[src/rtl/ifc_arb_pkg.sv]
// Shared types and constants for the ifc_x/y/z bundle arbiter.
//   arb_state_e : arbiter FSM states (IDLE, GRANT, GAP)
//   IDLE_*      : pattern driven on the bundle when nobody owns it
//   wrap_inc    : modulo-n increment used for the round-robin pointer
package ifc_arb_pkg;

    typedef enum logic [1:0] {
        IDLE  = 2'd0,
        GRANT = 2'd1,
        GAP   = 2'd2
    } arb_state_e;

    localparam logic IDLE_X = 1'b0;
    localparam logic IDLE_Y = 1'b1;
    localparam logic IDLE_Z = 1'b0;

    // Next index after idx in a ring of n entries.
    function automatic int unsigned wrap_inc(input int unsigned idx, input int unsigned n);
        return (idx + 1 >= n) ? 0 : idx + 1;
    endfunction

endpackage

[src/rtl/ifc_arbiter_rr_pick.sv]
// Combinational round-robin priority encoder.
// Searches req starting at rr_ptr and wrapping modulo N_REQ; the first
// requester found wins.
//   req      : request vector
//   rr_ptr   : highest-priority index this cycle
//   valid_c  : at least one request is pending
//   winner_c : index of the winning requester (0 when valid_c is low)
module rr_pick #(
    parameter int unsigned N_REQ = 4,
    parameter int unsigned IDX_W = $clog2(N_REQ)
) (
    input  logic [N_REQ-1:0] req,
    input  logic [IDX_W-1:0] rr_ptr,
    output logic             valid_c,
    output logic [IDX_W-1:0] winner_c
);

    // Offset 0 is rr_ptr itself; the first hit locks out later offsets.
    always_comb begin
        valid_c  = 1'b0;
        winner_c = '0;
        for (int unsigned i = 0; i < N_REQ; i++) begin
            if (!valid_c && req[IDX_W'((32'(rr_ptr) + i) % N_REQ)]) begin
                valid_c  = 1'b1;
                winner_c = IDX_W'((32'(rr_ptr) + i) % N_REQ);
            end
        end
    end

endmodule

[src/rtl/ifc_arbiter.sv]
// Round-robin arbiter sharing one x/y/z interface bundle among N_REQ
// requesters. A grant lasts until the owner's last beat, its request drops,
// or HOLD_MAX cycles elapse; one GAP cycle separates consecutive owners so
// the bundle never carries two owners' data back to back.
//   clk, rst               : clock, asynchronous active-high reset
//   req, last              : per-requester request level / final beat
//   x_in, y_in, z_in       : per-requester payload bits
//   grant                  : one-hot current owner (zero in IDLE/GAP)
//   ifc_I_x/_y/_z          : arbitrated bundle, one cycle behind the owner
//   busy                   : high in GRANT or GAP
//   owner                  : index of the current or most recent owner
module ifc_arbiter
    import ifc_arb_pkg::*;
#(
    parameter int unsigned N_REQ    = 4,
    parameter int unsigned HOLD_MAX = 8,
    parameter int unsigned CNT_W    = $clog2(HOLD_MAX + 1)
) (
    input  logic                       clk,
    input  logic                       rst,
    input  logic [N_REQ-1:0]           req,
    input  logic [N_REQ-1:0]           last,
    input  logic [N_REQ-1:0]           x_in,
    input  logic [N_REQ-1:0]           y_in,
    input  logic [N_REQ-1:0]           z_in,
    output logic [N_REQ-1:0]           grant,
    output logic                       ifc_I_x,
    output logic                       ifc_I_y,
    output logic                       ifc_I_z,
    output logic                       busy,
    output logic [$clog2(N_REQ)-1:0]   owner
);

    localparam int unsigned      IDX_W   = $clog2(N_REQ);
    localparam logic [CNT_W-1:0] CNT_MAX = CNT_W'(HOLD_MAX);
    localparam logic [CNT_W-1:0] CNT_ONE = CNT_W'(1);

    arb_state_e       state;
    arb_state_e       next_state;

    logic [CNT_W-1:0] hold_cnt;
    logic [CNT_W-1:0] hold_cnt_d;
    logic [IDX_W-1:0] rr_ptr;
    logic [IDX_W-1:0] rr_ptr_d;
    logic [IDX_W-1:0] owner_d;
    logic [N_REQ-1:0] grant_d;
    logic             x_d;
    logic             y_d;
    logic             z_d;
    logic             busy_d;

    logic             pick_valid_c;
    logic [IDX_W-1:0] pick_idx_c;
    logic             release_c;

    // Winner search from the round-robin pointer; consulted in IDLE and GAP.
    rr_pick #(
        .N_REQ (N_REQ),
        .IDX_W (IDX_W)
    ) u_rr_pick (
        .req      (req),
        .rr_ptr   (rr_ptr),
        .valid_c  (pick_valid_c),
        .winner_c (pick_idx_c)
    );

    // Any release cause collapses into one release for the current owner.
    assign release_c = (state == GRANT) &&
                       (last[owner] || !req[owner] || (hold_cnt == CNT_MAX));

    // State register.
    always_ff @(posedge clk or posedge rst) begin
        if (rst) begin
            state <= IDLE;
        end else begin
            state <= next_state;
        end
    end

    // Next-state logic.
    always_comb begin
        next_state = state;
        case (state)
            IDLE:    if (pick_valid_c) next_state = GRANT;
            GRANT:   if (release_c)    next_state = GAP;
            GAP:     next_state = pick_valid_c ? GRANT : IDLE;
            default: next_state = IDLE;
        endcase
    end

    // Next values for every registered output and the pointer/counter.
    always_comb begin
        grant_d    = '0;
        owner_d    = owner;
        hold_cnt_d = hold_cnt;
        rr_ptr_d   = rr_ptr;
        x_d        = IDLE_X;
        y_d        = IDLE_Y;
        z_d        = IDLE_Z;
        busy_d     = (next_state != IDLE);

        case (state)
            GRANT: begin
                // The releasing beat is still forwarded.
                x_d = x_in[owner];
                y_d = y_in[owner];
                z_d = z_in[owner];
                if (release_c) begin
                    // Old owner drops to lowest priority for the next pick.
                    rr_ptr_d = IDX_W'(wrap_inc(32'(owner), N_REQ));
                end else begin
                    grant_d = grant;
                    if (hold_cnt != CNT_MAX) begin
                        hold_cnt_d = hold_cnt + CNT_ONE;
                    end
                end
            end
            default: begin
                if (next_state == GRANT) begin
                    owner_d    = pick_idx_c;
                    grant_d    = N_REQ'(1) << pick_idx_c;
                    hold_cnt_d = CNT_ONE;
                end
            end
        endcase
    end

    // Output, pointer and hold-counter registers.
    always_ff @(posedge clk or posedge rst) begin
        if (rst) begin
            grant    <= '0;
            owner    <= '0;
            hold_cnt <= '0;
            rr_ptr   <= '0;
            ifc_I_x  <= IDLE_X;
            ifc_I_y  <= IDLE_Y;
            ifc_I_z  <= IDLE_Z;
            busy     <= 1'b0;
        end else begin
            grant    <= grant_d;
            owner    <= owner_d;
            hold_cnt <= hold_cnt_d;
            rr_ptr   <= rr_ptr_d;
            ifc_I_x  <= x_d;
            ifc_I_y  <= y_d;
            ifc_I_z  <= z_d;
            busy     <= busy_d;
        end
    end

endmodule

[config.mk]
export PLATFORM = sky130hd
export DESIGN_NAME = ifc_arbiter
export DESIGN_NICKNAME = d
export VERILOG_FILES = /design/src/rtl/ifc_arb_pkg.sv /design/src/rtl/ifc_arbiter_rr_pick.sv /design/src/rtl/ifc_arbiter.sv
export SDC_FILE = /design/constraint.sdc
export NUM_CORES = 1
export LEC_CHECK = 0
export BUFFER_PORTS_ARGS = -buffer_cell sky130_fd_sc_hd__buf_2
export CORE_MARGIN = 5
export CORE_UTILIZATION = 45
export CTS_CLUSTER_SIZE = 40
export DETAILED_ROUTE_END_ITERATION = 16
export GPL_TIMING_DRIVEN = 0
export PLACE_DENSITY = 0.71
export SLEW_MARGIN = 20
export SYNTH_ARGS = -nofsm -noshare
export SYNTH_HDL_FRONTEND = slang
export SYNTH_SLANG_ARGS = --single-unit
[constraint.sdc]
create_clock -name clk -period 2.9 [get_ports clk]
set_input_delay 0.435 -clock clk [delete_from_list [all_inputs] [get_ports clk]]
set_output_delay 0.435 -clock clk [all_outputs]
set_load 0.02 [all_outputs]
Word level (Yosys, flattened, before mapping)
Index checks and enable logic that the tools add are counted.

cells by class
  add/sub/neg operators = 5
  multiply operators = 0
  divide/modulo/power cells = 0
  magnitude comparators = 6
  equal/unequal tests = 8
  shift-type cells = 1
  muxes and demuxes = 41
  bitwise logic cells = 1
  reduce and logical (&&, ||, !) cells = 16

operators by type and width
  kind                                                        number
  two-way mux 4 bit                                           7
  binary-select mux 1 bit (select 2 bit)                      9
  two-way mux 1 bit                                           17
  less-than comparator 2 x 3 -> 1 bit, second input constant  5
  two-way mux 2 bit                                           7
  one-hot mux 2 bit (3 select lines)                          1
  adder 2 bit, second input constant                          2
  adder 4 x 1 -> 4 bit, second input constant                 1
  == test 2 x 1 -> 1 bit, second input constant               2
  == test 4 bit, second input constant                        1
  logical AND 1 bit                                           4
  zero test 1 bit                                             4
  inequality test 2 bit, second input constant                2
  inequality test 4 bit, second input constant                1
  AND reduction 2 bit                                         2
  nonzero test 2 bit                                          2
  left shift 1 x 2 -> 4 bit, first input constant             1
  adder 2 x 1 -> 3 bit, second input constant                 1
  >= comparator 3 bit, second input constant                  1
  AND reduction 3 bit                                         1
  adder 2 x 1 -> 2 bit, second input constant                 1
  == test 2 bit, second input constant                        1
  zero test 2 bit                                             1
  logical OR 1 bit                                            2
  other kinds (2)                                             2

word-level totals
  bits in registers = 18
  latch bits = 0
  bits in writable memories = 0
  memory bits (read-only) = 0
  input port bits = 22
  output and inout bits = 10
  word-level logic and storage cells = 87
  memories = 0

Depth between registers and ports, before layout
Gate-level depths: netlist of run 1.

  word-level depth = 17
  depth in mapped cells = 6
  gate-level depth less buffers = 6

By module
From an unflattened synthesis of run 1, not the netlist that was laid out.

unflattened totals
  cells, all modules = 88
  area total of the unflattened synthesis = 993.5 sq um

by module, submodules not included
  module       instances  cells an instance  area an instance (sq um)  seq. area each (sq um)
  ifc_arbiter  1          73                 915.9                     451.7
  rr_pick      1          15                 77.6                      0.0

Worst setup path after synthesis of run 1
Ideal clock, no wire load.

  path type = register -> register
  from = register owner[0]
  to = register rr_ptr[0]
  library setup time = 0.125 ns
  arrival = 1.688 ns
  required time = 2.775 ns
  setup slack = 1.087 ns
  cell stages (with the launch flop) = 5
  buffers on the path = 1
  period minus slack after synthesis = 1.813 ns
  path through = dfrtp_1 -> clkbuf_1 -> mux4_2 -> a21boi_2 -> mux2_2

between the ends
  longest elaborated chain between the ends = 7
  elaborated cells between the ends (all ways) = 12
  classes of those cells = 1 x add/sub; 1 x order compare; 5 x mux; 5 x reduce/logical

RTL lines
  what                                                                          RTL line            text
  start: declaration                                                            ifc_arbiter.sv:31   output logic [$clog2(N_REQ)-1:0] owner
  start signal: assignment                                                      ifc_arbiter.sv:141  owner <= owner_d;
  parallel branches: the longest is 7 deep, another holds adder 2 x 1 -> 3 bit  --
  end signal: assignment                                                        ifc_arbiter.sv:143  rr_ptr <= rr_ptr_d;
  end: declaration                                                              ifc_arbiter.sv:43   logic [IDX_W-1:0] rr_ptr;

Several ways; the timed one is not identified. The select of a mux whose other input is x is not followed.
A chain may end at the register's enable or synchronous reset.

Worst setup path in the final report of run 1
  from = register owner[1]
  to = register rr_ptr[0]

The elaborated chain is that of the path after synthesis.

==> results.toml, run 1 <==
[critical_path]
cp_num_buf_inv = 0
r2r_end = "rr_ptr[0]$_DFFE_PP0P_"
cp-startpoint = "owner[1]$_DFFE_PP0P_"
cpPeakStageDelay_ns = 0.63
cp_num_cells = 3
r2r_start = "owner[1]$_DFFE_PP0P_"
worstPathMaxFanout = 7
crit_required_ns = 3.09
crit_end = "rr_ptr[0]$_DFFE_PP0P_"
crit_type = "reg2reg"
cp_cell_sequence = "mux4_2 > a21boi_2 > mux2_2"
reg2regPathDepth = 3
end_kind = "register"
crit_arrival_ns = 2.04
slowest_stage = "mux4_2"
cp-start-kind = "register"
r2r_setup_slack_ns = 1.05
crit_family = "multiplexers"

[cts]
cts_htree_levels = 1
clkLatencyLatePin_ns = 0.29
clk_path_buf_depth = 2
root_buffer = "clkbuf_4"
cts_setup_buffers = 0
cts_tree = "done"
post_cts_resized = 0
cts_made_buffers = 3
path_clk_slew_ns = 0.11
cts_sinks = 18
hold_buffers = 0

[logic_synthesis]
yosysUniqueCellTypes = 34
netlist_instances = 86
yosys-top-cells-area = "dfrtp_1, mux4_2, mux2i_1, ha_1, nor2b_1"
yosysWarnings = 0
syn_area_um2 = 987
synth_top_area_share = 0.431
synth-seq-cells = 18
ys_seq_area_frac = 0.458
syn-num-nets = 111
yosys.area.top_type = "dfrtp_1"
synth.avg_cell_area_um2 = 11.5

[die]
start_util = 0.460
die_h_um = 56.8
core_area_um2 = 2150
die_area_um2 = 3230
ios = 32
die_w_um = 56.8
std_cell_rows = 17

[route]
dr_total_vias = 804
ant_nets = 0
viasPerCell = 5.40
wl_mm = 2.07
drcViolationCount = 0
wl_per_cell_um = 13.9
firstDrtPassIters = 4
drt_iter0_drc = 3

[sta]
final.setup.tns_ns = 0
clock_skew_ns = 0.00214
slew_headroom = 0.386
fin_ws_ns = 1.05
maxSlewViolCount = 0
fmax_ghz = 0.540
period_share = 0.638
rsz0062_at_grt = "false"
fin_crit_ns = 1.85
worst_slew_pin_slew_ns = 0.898
finalSetupViolCount = 0
final-hold-violation-count = 0

[power_and_ir_drop]
power_density_nw_per_um2 = 920
p_int_uw = 680
p_sw_frac = 0.391
ir_worst_vdd_mv = 0.505
p_comb_frac = 0.470
power.switching_uw = 436
seq_power_share = 0.390
power_leakage_uw = 0.000600
clkPwrFrac = 0.140

[grt]
grt-ovfl-total = 0
grt_pass1_wl_mm = 3.62
antenna_found_initial = 0
grt_usage = 0.144
grt_pass1_vias = 853
grt_max_degree = 19

[placed_design]
numPortBuffers = 31
preCtsSetupSlack_ns = 0.939
finalWeightedCongestion = 0.849
hpwl_mm = 1.64
place_inst = 145

[finish]
postLayoutCoreUtil = 0.565
fillCellCount = 190
final_cell_mix = "buf_2, dfrtp_1, nor2b_1"
fin_cells = 149
final_common_cell = "buf_2"
syn2layout_area_growth_pct = 22.9
antennaDiodeCount = 0
layout-drive-gt1-share = 0.413
seq_area_um2 = 452
fin_nets = 147
multi_input_area_um2 = 498

[job]
maxCapViolations = 0

[outcome]
status = "complete, no violations"

[worst_hold_path]
hp-class = "in2async"
layout make-up:
cell class	instances	share of cell area
multi-input combinational	60	0.410
sequential	18	0.372
timing repair buffer	31	0.128
clock buffer	4	0.0299
tap	28	0.0289
buffer	3	0.0155
inverter	5	0.0155
worst min-delay path by stage:
stage,from,to,cells after the start
6_report,rst,hold_cnt[2]$_DFFE_PP0P_,2
5_1_grt,rst,busy$_DFF_PP0_,2
4_1_cts,rst,ifc_I_z$_DFF_PP0_,2
3_5_place_dp,state[1]$_DFF_PP0_,busy$_DFF_PP0_,1
3_3_place_gp,hold_cnt[3]$_DFFE_PP0P_,hold_cnt[3]$_DFFE_PP0P_,1
2_1_floorplan,rst,busy$_DFF_PP0_,1
registers in the layout (all words and copies together), names as in the netlist:
register  flops
hold_cnt      4
owner         2
grant         4
state         2
ifc_I_x       1
busy          1
ifc_I_z       1
ifc_I_y       1
rr_ptr        2
synthesized netlist by cell type:
cell type / n
nand3b_1: 1
nand4_1: 2
buf_6: 1
o22ai_1: 1
a21o_1: 1
ha_1: 3
o21a_1: 1
mux2i_1: 4
a211o_1: 1
mux4_2: 4
mux2_2: 2
nor2b_1: 6
a22o_1: 3
a2111oi_0: 1
a21o_2: 1
a32o_1: 1
and4_2: 1
and2_1: 2
a21oi_1: 3
clkbuf_1: 2
nand2b_1: 4
nor2_1: 5
dfrtp_1: 17
inv_1: 5
nand2_1: 5
dfstp_2: 1
o22a_2: 1
nand3_1: 1
and3_4: 1
or2_2: 1
o21ai_0: 1
nor4_1: 1
a21boi_2: 1
a32o_2: 1
metal layers:
metal  track usage  wire (um)
met5             0          0
met4        0.0629         10
met3        0.0345        128
met2         0.254       1060
met1         0.163        867
through the flow:
| step | total power (uW) | cell area (um2) | hold WS (ns) |
|---|---|---|---|
| 6_report | 1120 | 1210 | 0.228 |
| 3_5_place_dp | 973 | 1180 | 0.480 |
| 2_1_floorplan | 818 | 987 | 0.373 |
| 5_1_grt | 1210 | 1210 | 0.282 |
| 4_1_cts | 1130 | 1210 | 0.249 |
| 3_3_place_gp | 955 | 1180 | 0.465 |
power groups by stage:
stage | Combinational (uW) | Clock (uW) | Sequential (uW)
3_5_place_dp | 530 | 0 | 442
6_report | 525 | 156 | 436
3_3_place_gp | 519 | 0 | 436
4_1_cts | 532 | 160 | 437
2_1_floorplan | 314 | 0 | 504
5_1_grt | 579 | 171 | 457
kinds of logic (layout without fill, tap and decap cells):
family | count (synthesis) | in the layout | share of synthesized area
compound gates | 17 | 17 | 0.138
fa+ha+maj | 3 | 3 | 0.0380
buf+inv | 8 | 43 | 0.0380
flops | 18 | 18 | 0.458
mux | 10 | 10 | 0.155
simple gates | 30 | 30 | 0.174
Power figures use the tool's default switching activity.
==> inputs of run 2 (changes only) <==
--- a/config.mk
+++ b/config.mk
@@ -5,13 +5,14 @@
 export SDC_FILE = /design/constraint.sdc
 export NUM_CORES = 1
 export LEC_CHECK = 0
+export ABC_AREA = 1
 export BUFFER_PORTS_ARGS = -buffer_cell sky130_fd_sc_hd__buf_2
 export CORE_MARGIN = 5
 export CORE_UTILIZATION = 45
 export CTS_CLUSTER_SIZE = 40
 export DETAILED_ROUTE_END_ITERATION = 16
 export GPL_TIMING_DRIVEN = 0
-export PLACE_DENSITY = 0.71
+export PLACE_DENSITY = 0.69
 export SLEW_MARGIN = 20
 export SYNTH_ARGS = -nofsm -noshare
 export SYNTH_HDL_FRONTEND = slang
==> constraint.sdc (replaced) <==
create_clock -name clk -period 1.8 [get_ports clk]
set_input_delay 0.27 -clock clk [delete_from_list [all_inputs] [get_ports clk]]
set_output_delay 0.27 -clock clk [all_outputs]
set_load 0.02 [all_outputs]
==> run 2 against run 1 <==
  * Largest cell class unchanged
  * Highest routed layer unchanged
  * Flip-flop and latch count is the same
  * Clock skew grew 0.00085 ns
  * Combinational power grew to 3.3 times the previous value
  * Design area grew 20%
  * Utilization shrank 2.1 points
  * Clock-buffer cell count is the same
==> results.toml, run 2 <==
[grt]
antenna_found_initial = 0
grt-ovfl-total = 0
grt_usage = 0.152
grt_pass1_vias = 1181
grt_max_degree = 19
grt_pass1_wl_mm = 4.95

[cts]
cts_setup_buffers = 0
root_buffer = "clkbuf_4"
cts_sinks = 18
clkLatencyLatePin_ns = 0.29
hold_buffers = 0
post_cts_resized = 0
cts_tree = "done"
clk_path_buf_depth = 2
cts_htree_levels = 1
cts_made_buffers = 3
path_clk_slew_ns = 0.10

[power_and_ir_drop]
p_comb_frac = 0.668
clkPwrFrac = 0.079
power.switching_uw = 1360
power_leakage_uw = 0.000808
power_density_nw_per_um2 = 1780
ir_worst_vdd_mv = 0.862
seq_power_share = 0.253
p_sw_frac = 0.524
total_power_uw = 2590
p_int_uw = 1240

[sta]
fin_crit_ns = 1.62
period_share = 0.900
rsz0062_at_grt = "false"
final-hold-violation-count = 0
final.setup.tns_ns = 0
fin_ws_ns = 0.180
hold_slack_ns = 0.0598
maxSlewViolCount = 0
finalSetupViolCount = 0
fmax_ghz = 0.617
worst_slew_pin_slew_ns = 0.676
slew_headroom = 0.549
clock_skew_ns = 0.00299

[logic_synthesis]
synth-xor-area-share = 0
yosysWarnings = 0
syn-num-nets = 193
netlist_instances = 168
yosys.area_share.simple = 0.416
yosysUniqueCellTypes = 26
synth_top_family_by_area = "simple AND/OR/NAND/NOR gates"
synth.avg_cell_area_um2 = 7.31
yosys-top-cells-area = "dfrtp_1, nand2_1, nor2_1, nand2_4, nand3_1"
yosysMostFrequentCell = "nand2_1"
synthTopCellsByCount = "nand2_1, nor2_1, dfrtp_1"
synth-seq-cells = 18
syn_area_um2 = 1230
synth_top_area_share = 0.347
synth_edf_count = 0
synthArstFlopShare = 1.00
synth-compound-area-share = 0.117
ys.flop_type = "dfrtp_1"
ys_seq_area_frac = 0.368
yosys.area.top_type = "dfrtp_1"
synthMuxAreaShare = 0
synth_fa_ha_area_frac = 0.0306

[route]
firstDrtPassIters = 4
drt_iter0_drc = 64
wl_mm = 2.75
dr_total_vias = 1155
ant_nets = 0
wl_per_cell_um = 11.8
drcViolationCount = 0
viasPerCell = 4.94

[die]
die_w_um = 62.2
std_cell_rows = 19
start_util = 0.457
ios = 32
die_area_um2 = 3870
core_area_um2 = 2690
die_h_um = 62.2

[critical_path]
crit_arrival_ns = 1.80
end_kind = "register"
crit_type = "reg2reg"
worstPathMaxFanout = 10
crit_required_ns = 1.98
cp-start-kind = "register"

[job]
maxCapViolations = 0

[finish]
fin_cells = 234
final_common_cell = "nand2_1"
layout-drive-gt1-share = 0.300
antennaDiodeCount = 0
final_cell_mix = "nand2_1, buf_2, nor2_1, dfrtp_1, inv_1"
fin_nets = 229
syn2layout_area_growth_pct = 19.0
top_regs = "grant x4, hold_cnt x4"

[placed_design]
preCtsSetupSlack_ns = 0.0941
finalWeightedCongestion = 0.805
hpwl_mm = 2.25
numPortBuffers = 31
place_inst = 230

[outcome]
status = "complete, no violations"

[worst_hold_path]
hp-class = "in2async"
[run 2: power by group through the flow]
stage | sequential [uW] | clock (uW) | combinational [uW]
2_1_floorplan | 738 | 0 | 1280
3_3_place_gp | 655 | 0 | 1670
3_5_place_dp | 666 | 0 | 1720
4_1_cts | 657 | 214 | 1730
5_1_grt | 681 | 241 | 1960
6_report | 655 | 205 | 1730
[run 2: final cells by class]
type                            instances  area [um2]
Fill cell                             261        1230
Multi-Input combinational cell        130         697
Sequential cell                        18         452
Timing Repair Buffer                   31         155
Inverter                               18        75.1
Tap cell                               31        38.8
Clock buffer                            4        26.3
Buffer                                  2        16.3
[run 2: logic make-up (layout without fill, tap and decap cells)]
kind of cell             after synthesis  after routing
AND/OR/NAND/NOR                      103            103
AO/OA/AOI/OAI                         24             24
buffers and inverters                 20             55
flip-flops                            18             18
adder cells (fa/ha/maj)                3              3
[run 2: path summary, 6_finish.rpt]
kind | start | end | slack [ns] | cells after the start
max | rr_ptr[0]$_DFFE_PP0P_ | hold_cnt[0]$_DFFE_PP0P_ | 0.18 | 10
min | rst | hold_cnt[3]$_DFFE_PP0P_ | 0.06 | 2
max reg2reg | rr_ptr[0]$_DFFE_PP0P_ | hold_cnt[0]$_DFFE_PP0P_ | 0.18 | 10
min reg2reg | grant[0]$_DFFE_PP0P_ | grant[0]$_DFFE_PP0P_ | 0.48 | 2
max in group asynchronous | rst | owner[0]$_DFFE_PP0P_ | 1.31 | 2
min in group clk | y_in[2] | ifc_I_y$_DFF_PP1_ | 0.27 | 3
[run 2: metal layers]
metal	wire length, um	vias to the layer above	global-route usage
met5	0	-	0
met4	23	0	0.0542
met3	58	4	0.0198
met2	1520	14	0.289
met1	1160	532	0.169
li1	-	605	-
[run 2: per-stage QoR]
step	util	area, um2
2_1_floorplan	-	1230
3_3_place_gp	0.529	1420
3_5_place_dp	0.529	1420
4_1_cts	0.539	1450
5_1_grt	0.544	1460
6_report	0.544	1460
[run 2: worst max-delay path, stage by stage (launching register included)]
cell	delay, ns
dfrtp_1	0.43
inv_2	0.14
nand2_1	0.08
nand3_1	0.15
nand2_4	0.10
nor2_8	0.14
nand3b_4	0.09
nand2_4	0.15
nand2_4	0.07
o21ai_1	0.09
o21ai_1	0.08
